`src/rtl/multi_counter_strobe_pkg.sv`:
```
// Shared encodings for the multi-channel terminal-count strobe generator.
package multi_counter_strobe_pkg;

    typedef enum logic {
        ST_IDLE = 1'b0,
        ST_RUN  = 1'b1
    } state_t;

    localparam logic MODE_PERIODIC = 1'b0;
    localparam logic MODE_ONESHOT  = 1'b1;

endpackage

```
`src/rtl/counter_channel.sv`:
```
// One counter channel: IDLE/RUN FSM, terminal compare and delayed strobe pipeline.
module counter_channel
    import multi_counter_strobe_pkg::*;
#(
    parameter int WIDTH   = 25,
    parameter int LATENCY = 0
) (
    input  logic             clk,
    input  logic             rst,
    input  logic             enable,
    input  logic             load,
    input  logic [WIDTH-1:0] load_value,
    input  logic             load_oneshot,
    output logic             strobe,
    output logic             active,
    output logic [WIDTH-1:0] count
);

    state_t             state;
    state_t             state_next;
    logic [WIDTH-1:0]   counter;
    logic [WIDTH-1:0]   counter_next;
    logic [WIDTH-1:0]   counter_inc;
    logic [WIDTH-1:0]   terminal;
    logic [WIDTH-1:0]   terminal_next;
    logic               mode;
    logic               mode_next;
    logic               hit;
    // Stage 0 is the internal terminal strobe; the last stage drives the port.
    logic [LATENCY+1:0] strobe_pipe;

    assign counter_inc = counter + WIDTH'(1);

    always_comb begin
        // NOTE: every signal gets a default first so no path can infer a latch.
        state_next    = state;
        counter_next  = counter;
        terminal_next = terminal;
        mode_next     = mode;
        hit           = 1'b0;
        if (load) begin
            // A load overrides a coincident terminal event, so no strobe is raised.
            terminal_next = load_value;
            mode_next     = load_oneshot ? MODE_ONESHOT : MODE_PERIODIC;
            counter_next  = '0;
            state_next    = (load_value != '0) ? ST_RUN : ST_IDLE;
        end else if (state == ST_RUN && enable) begin
            if (counter_inc == terminal) begin
                counter_next = '0;
                hit          = 1'b1;
                if (mode == MODE_ONESHOT) begin
                    state_next = ST_IDLE;
                end
            end else begin
                counter_next = counter_inc;
            end
        end
    end

    always_ff @(posedge clk or posedge rst) begin
        if (rst) begin
            state       <= ST_IDLE;
            counter     <= '0;
            terminal    <= '0;
            mode        <= MODE_PERIODIC;
            // NOTE: the strobe pipeline is reset too, so in-flight pulses die with reset.
            strobe_pipe <= '0;
        end else begin
            // NOTE: non-blocking assignments keep every register sampling pre-edge values.
            state       <= state_next;
            counter     <= counter_next;
            terminal    <= terminal_next;
            mode        <= mode_next;
            strobe_pipe <= {strobe_pipe[LATENCY:0], hit};
        end
    end

    assign strobe = strobe_pipe[LATENCY+1];
    assign active = (state == ST_RUN);
    assign count  = counter;

endmodule

```
`src/rtl/multi_counter_strobe.sv`:
```
// Bank of independent terminal-count strobe channels sharing one load port.
module multi_counter_strobe
    import multi_counter_strobe_pkg::*;
#(
    parameter  int WIDTH    = 25,
    parameter  int CHANNELS = 4,
    parameter  int LATENCY  = 0,
    localparam int CH_W     = (CHANNELS > 1) ? $clog2(CHANNELS) : 1
) (
    input  logic                      clk,
    input  logic                      rst,
    input  logic [CHANNELS-1:0]       enable,
    input  logic                      load_valid,
    output logic                      load_ready,
    input  logic [CH_W-1:0]           load_channel,
    input  logic [WIDTH-1:0]          load_value,
    input  logic                      load_oneshot,
    output logic [CHANNELS-1:0]       strobe,
    output logic [CHANNELS-1:0]       active,
    output logic [CHANNELS*WIDTH-1:0] count
);

    logic                load_accept;
    logic [CHANNELS-1:0] load_hit;

    assign load_accept = load_valid && load_ready;

    // One idle cycle after every accepted load paces loads to one per two cycles.
    always_ff @(posedge clk or posedge rst) begin
        if (rst) begin
            load_ready <= 1'b1;
        end else begin
            load_ready <= !load_accept;
        end
    end

    // Out-of-range channel indices match no channel and are silently dropped.
    for (genvar n = 0; n < CHANNELS; n++) begin : g_ch
        assign load_hit[n] = load_accept && (load_channel == CH_W'(n));

        counter_channel #(
            .WIDTH  (WIDTH),
            .LATENCY(LATENCY)
        ) u_channel (
            .clk         (clk),
            .rst         (rst),
            .enable      (enable[n]),
            .load        (load_hit[n]),
            .load_value  (load_value),
            .load_oneshot(load_oneshot),
            .strobe      (strobe[n]),
            .active      (active[n]),
            .count       (count[n*WIDTH +: WIDTH])
        );
    end

endmodule

```
`config.mk`:
```
export PLATFORM = sky130hd
export DESIGN_NAME = multi_counter_strobe
export DESIGN_NICKNAME = d
export VERILOG_FILES = /design/src/rtl/multi_counter_strobe_pkg.sv /design/src/rtl/counter_channel.sv /design/src/rtl/multi_counter_strobe.sv
export SDC_FILE = /design/constraint.sdc
export NUM_CORES = 1
export LEC_CHECK = 0
export CAP_MARGIN = 20
export CORE_MARGIN = 2
export CORE_UTILIZATION = 60
export CTS_BUF_LIST = sky130_fd_sc_hd__clkbuf_2
export DETAILED_ROUTE_END_ITERATION = 7
export DONT_BUFFER_PORTS = 1
export GPL_TIMING_DRIVEN = 0
export PLACE_DENSITY = 0.88
export RECOVER_POWER = 25
export SETUP_SLACK_MARGIN = 0.5
export SLEW_MARGIN = 10
export SYNTH_ARGS = -nofsm -noshare
export SYNTH_HDL_FRONTEND = slang
export SYNTH_SLANG_ARGS = --single-unit
```
`constraint.sdc`:
```
create_clock -name clk -period 6.7 [get_ports clk]
set_input_delay 1.005 -clock clk [delete_from_list [all_inputs] [get_ports clk]]
set_output_delay 1.005 -clock clk [all_outputs]
set_load 0.01 [all_outputs]
```
# == Word-level counts from Yosys, hierarchy flattened ==
# Index checks and enable logic that the tools add are counted.
# Widths: inputs -> output; s select.
# totals
regBits,217
in_bits,35
out_inout_bits,109
wordCells,102
# op_classes
add_sub_neg,4
eq_ne,7
muxes,42
n_reduce_logical,28
# op_table
op,n
$mux 25,12
$add 25x1->25 const B,4
$eq 25x25->1,4
$mux 1,30
$reduce_bool 25->1,1
$reduce_bool 2->1,12
$reduce_and 3->1,4
$logic_and 1x1->1,9
$eq 2x2->1 const B,2
$eq 2x1->1 const B,1
$logic_not 2->1,1
$logic_not 1->1,1

# == Longest topological paths before layout ==
# logic_depth
word_depth,5
depth_mapped,12
ltp_nobuf,9

# == Cells and area by module ==
# Synthesis repeated with hierarchy kept, for this count alone.
# hier_totals
hier_cells,1579
area_unflattened_um2,14549.0
# by_module_without_submodules
mod,instances,cells_per_inst,area_each_um2,seq_area_each_um2
counter_channel,4,393,3618.5,1351.3
multi_counter_strobe,1,7,75.1,26.3

# == Worst setup path before layout ==
# Ideal clock, no wire load.
# synth_timing
path_kind,reg2reg
from,reg g_ch[3].u_channel.counter[0]
to,reg g_ch[3].u_channel.state
setup_ns,0.140
arrival_ns,3.119
t_required_ns,6.560
setup_slack_ns,3.441
path_stages_with_launch,12
n_path_buf,2
synth_period_minus_slack_ns,3.259
cell_sequence,dfrtp_1 > ha_1 > nand3_1 > or4_1 > clkbuf_1 > or4_1 > o211a_1 > nor4_2 > nand4_2 > buf_2 > o211ai_1 > o21ai_0
# synth_via
elab_chain_len,4
# synth_rtl
element,line,rtl
from (decl),counter_channel.sv:21,logic [WIDTH-1:0] counter;
from (signal assigned),counter_channel.sv:71,counter <= counter_next;
$add 25x1->25,counter_channel.sv:32,assign counter_inc = counter + WIDTH'(1);
$eq 25x25->1,counter_channel.sv:48,if (counter_inc == terminal) begin
$reduce_bool 2->1 (no source line),--,
$reduce_and 3->1 (no source line),--,
to (signal assigned),counter_channel.sv:70,state <= state_next;
to (decl),counter_channel.sv:19,state_t state;
# Every way passes these cells.
# A chain may end at the register's enable or synchronous reset.

# == Final worst setup path ==
# layout_timing
from,reg g_ch[1].u_channel.counter[7]
to,reg g_ch[1].u_channel.counter[8]
# layout_via
elab_chain_len,5
# layout_rtl
element,line,rtl
from (decl),counter_channel.sv:21,
from (signal assigned),counter_channel.sv:71,
$add 25x1->25 *,counter_channel.sv:32,
$eq 25x25->1,counter_channel.sv:48,
$mux 25 *,counter_channel.sv:48,
$mux 25 *,counter_channel.sv:47,end else if (state == ST_RUN && enable) begin
$mux 25 *,counter_channel.sv:41,if (load) begin
# Every way passes the cells marked *; elsewhere a longest branch is shown, timed or not. The select of a mux whose other input is x is not followed.

==> metrics <==
synth unique cells 84; Num CTS Buffers 56; top cells by area, synth dfrtp_1, mux2_2, nand2_1, xnor2_1, xor2_1; Core Region 21800 um2; Period minus WS final 4.05 ns; Critical Path AT 4.74 ns; outcome complete, but fails checks; Least-Margin Pin Slew 2.09 ns; maxcap violations 4; Starting DRT DRC Count 1014; Routed WL per cell 21.2 um; die area 23500 um2; pins over their slew limit 151; async set-reset flop share out of synthesis 100%; Syn Std Cell Area 13400 um2; FMAX 0.247 GHz; Yosys top cell area share 40.5%; Post-CTS Setup Bufs 0; P per Cell Area 238 nW/um2; syn avg cell area 9.14 um2; H-tree Lvls 2; post-route DRC violation count 0; DP HPWL 28.3 mm; mux contribution to synthesized area just under 8%; total wire length 39.0 mm; Rel. slew slack -39.1%; setup tns final 0 ns; Cell Rows 54; compound-cell area share of the yosys netlist approximately 11%; Post-Route Utilization 65.1%; Final Hold Fails 0; Setup CP Type reg -> reg; Synthesized Nets 1500; Clock Tree Root clkbuf_2; Synth Area in Simple Gates 25.7%; final worst path period share roughly three fifths; Yosys warning total 0; drt first pass iters 6; worst skew pair latency about 0.86 ns; DIE HEIGHT between 150 and 200 um; Multi-input gate area 7340 um2; Max Root-Sink Buffers 3; dpl cell area between 10000 and 15000 um2; Seq/Total Area, Yosys 40.7%; Nets roughly 1.6k; vias in the first global route 11.6k; first-pass GRT wire length 63.1 mm; antenna viol nets, final 0; Pleak between 5 and 6 nW; worst vdd ir 0.159 mV; Sequential Area 5430 um2; EDFF count, synth 0; commonest non-fill, non-tap cell in the layout nand2_1; Critical Path End Type register; Worst setup SP type register; Post-Route Skew 0.0449 ns; filler instances 1804; total global-route track usage 33.3%; Post-Synth XOR/XNOR Area 9.84%; vias 12.1k; initial antenna violation count 1; prevailing post-synth register cell dfrtp_1; unrepaired setup endpoints after global routing false; Post-Synthesis Cells roughly 1.5k; data required time of the worst path around 7.4 ns; Yosys reg bits around 220; pin count of the biggest net entering global routing 40; total gr overflow 0; vias per cell 6.55; Post-CTS Hold Buffers 0; largest family of logic cells by synthesized area simple AND/OR/NAND/NOR gates; failing checks max-capacitance violations, max-slew violations; Port Buffers 0; adder-cell share of the synthesized area 0.375%; clk slew on worst S/H paths about 0.11 ns; # IOs 144; DIE WIDTH ~150 um; Post-Layout Inst Area 14200 um2; RD Place Congestion around 0.94; most frequent cells in the layout nand2_1, dfrtp_1, xnor2_1, mux2_2, clkbuf_2; Finish-stage setup viols 0; crit-path max FO 10; CTS resizes 0; ratio of cells with drive above 1 in the final layout 14.7%; area delta synth->final 6.37%; CTS tree yes; worst hold path type in -> async; TritonCTS Sinks 217; Power Total 0.00338 W; initial core utilization 61.2%; Synth area leader dfrtp_1
==> flip-flops by register name, summed over array words and instances, names as in the netlist <==
name and cells:
load_ready 1, g_ch.u_channel.active 4, g_ch.u_channel.terminal 100, g_ch.u_channel.strobe_pipe 8, g_ch.u_channel.count 100, g_ch.u_channel.mode 4
==> routing by layer <==
metal / vias up / track usage [%] / routed length, um
met5: - / 0 / 0
met4: 0 / 11.1 / 1250
met3: 104 / 7.49 / 4050
met2: 634 / 51.7 / 17700
met1: 5804 / 46.4 / 16000
li1: 5529 / - / -
==> critical path: stages (launching register included) <==
cell	delay, ns
dfrtp_1	0.44
clkbuf_1	0.38
nand4_1	0.33
nor4_2	0.60
nand4_1	0.30
xnor2_1	0.21
a2111oi_0	0.38
nand4_1	0.46
nand2_1	0.35
buf_2	0.29
o311ai_0	0.15
==> final timing paths <==
path,startpoint,to,slack (ns),cells after the start
min in group clk,load_valid,load_ready,0.26,1
min,rst,g_ch[1].u_channel.terminal[16],0.11,1
min reg2reg,g_ch[3].u_channel.strobe_pipe[0],g_ch[3].u_channel.strobe_pipe[1],0.35,0
max in group asynchronous,rst,g_ch[1].u_channel.terminal[5],4.23,2
max,g_ch[1].u_channel.count[7],g_ch[1].u_channel.count[8],2.65,10
max reg2reg,g_ch[1].u_channel.count[7],g_ch[1].u_channel.count[8],2.65,10
==> logic make-up after synthesis <==
logic type,Yosys count
and+or+nand+nor,652
AOI/OAI and AO/OA,211
DFF,217
adders and majority gates,4
xor gates and xnor gates,147
muxes,94
buffers and inverters,136
==> final cells by class <==
type	count	area share, %
Sequential cell	217	38.2
Timing Repair Buffer	6	0.273
Clock inverter	15	0.405
Clock buffer	80	2.82
Inverter	28	0.748
Antenna cell	1	0.0176
Multi-Input combinational cell	1108	51.6
Tap cell	280	2.47
Buffer	108	3.41
==> Yosys cell counts (7+ instances only) <==
cell type / n
xnor2_1: 84
a21oi_1: 21
nor2_1: 58
nor3_1: 49
inv_1: 28
nand4b_1: 7
buf_1: 8
nor4_1: 24
o21ai_0: 37
or3_1: 14
nand2_1: 220
and4_1: 18
buf_2: 19
nand4_1: 80
nand3_1: 69
a31oi_1: 27
buf_4: 10
o211ai_1: 12
nand2b_1: 11
a31o_2: 7
mux2_2: 83
clkbuf_1: 67
o22ai_1: 15
or4_1: 15
dfrtp_1: 216
mux2i_1: 11
and3_1: 30
and2_1: 11
o311ai_0: 21
xor2_1: 61
==> where the power goes <==
group / switching (W) / internal (W)
Sequential: 0.000219 / 0.00148
Combinational: 0.000433 / 0.000381
Clock: 0.000549 / 0.000317
Total: 0.00120 / 0.00218
==> per-stage QoR <==
step / hold WS, ns / std cells / setup slack, ns
floorplan: 0.331 / 1461 / 2.87
global placement: 0.333 / 1741 / 1.79
detailed placement: 0.340 / 1747 / 2.73
CTS: 0.0208 / 1842 / 2.71
global route: 0.112 / 1843 / 2.24
finish: 0.113 / 1843 / 2.65
Power figures use the tool's default switching activity.
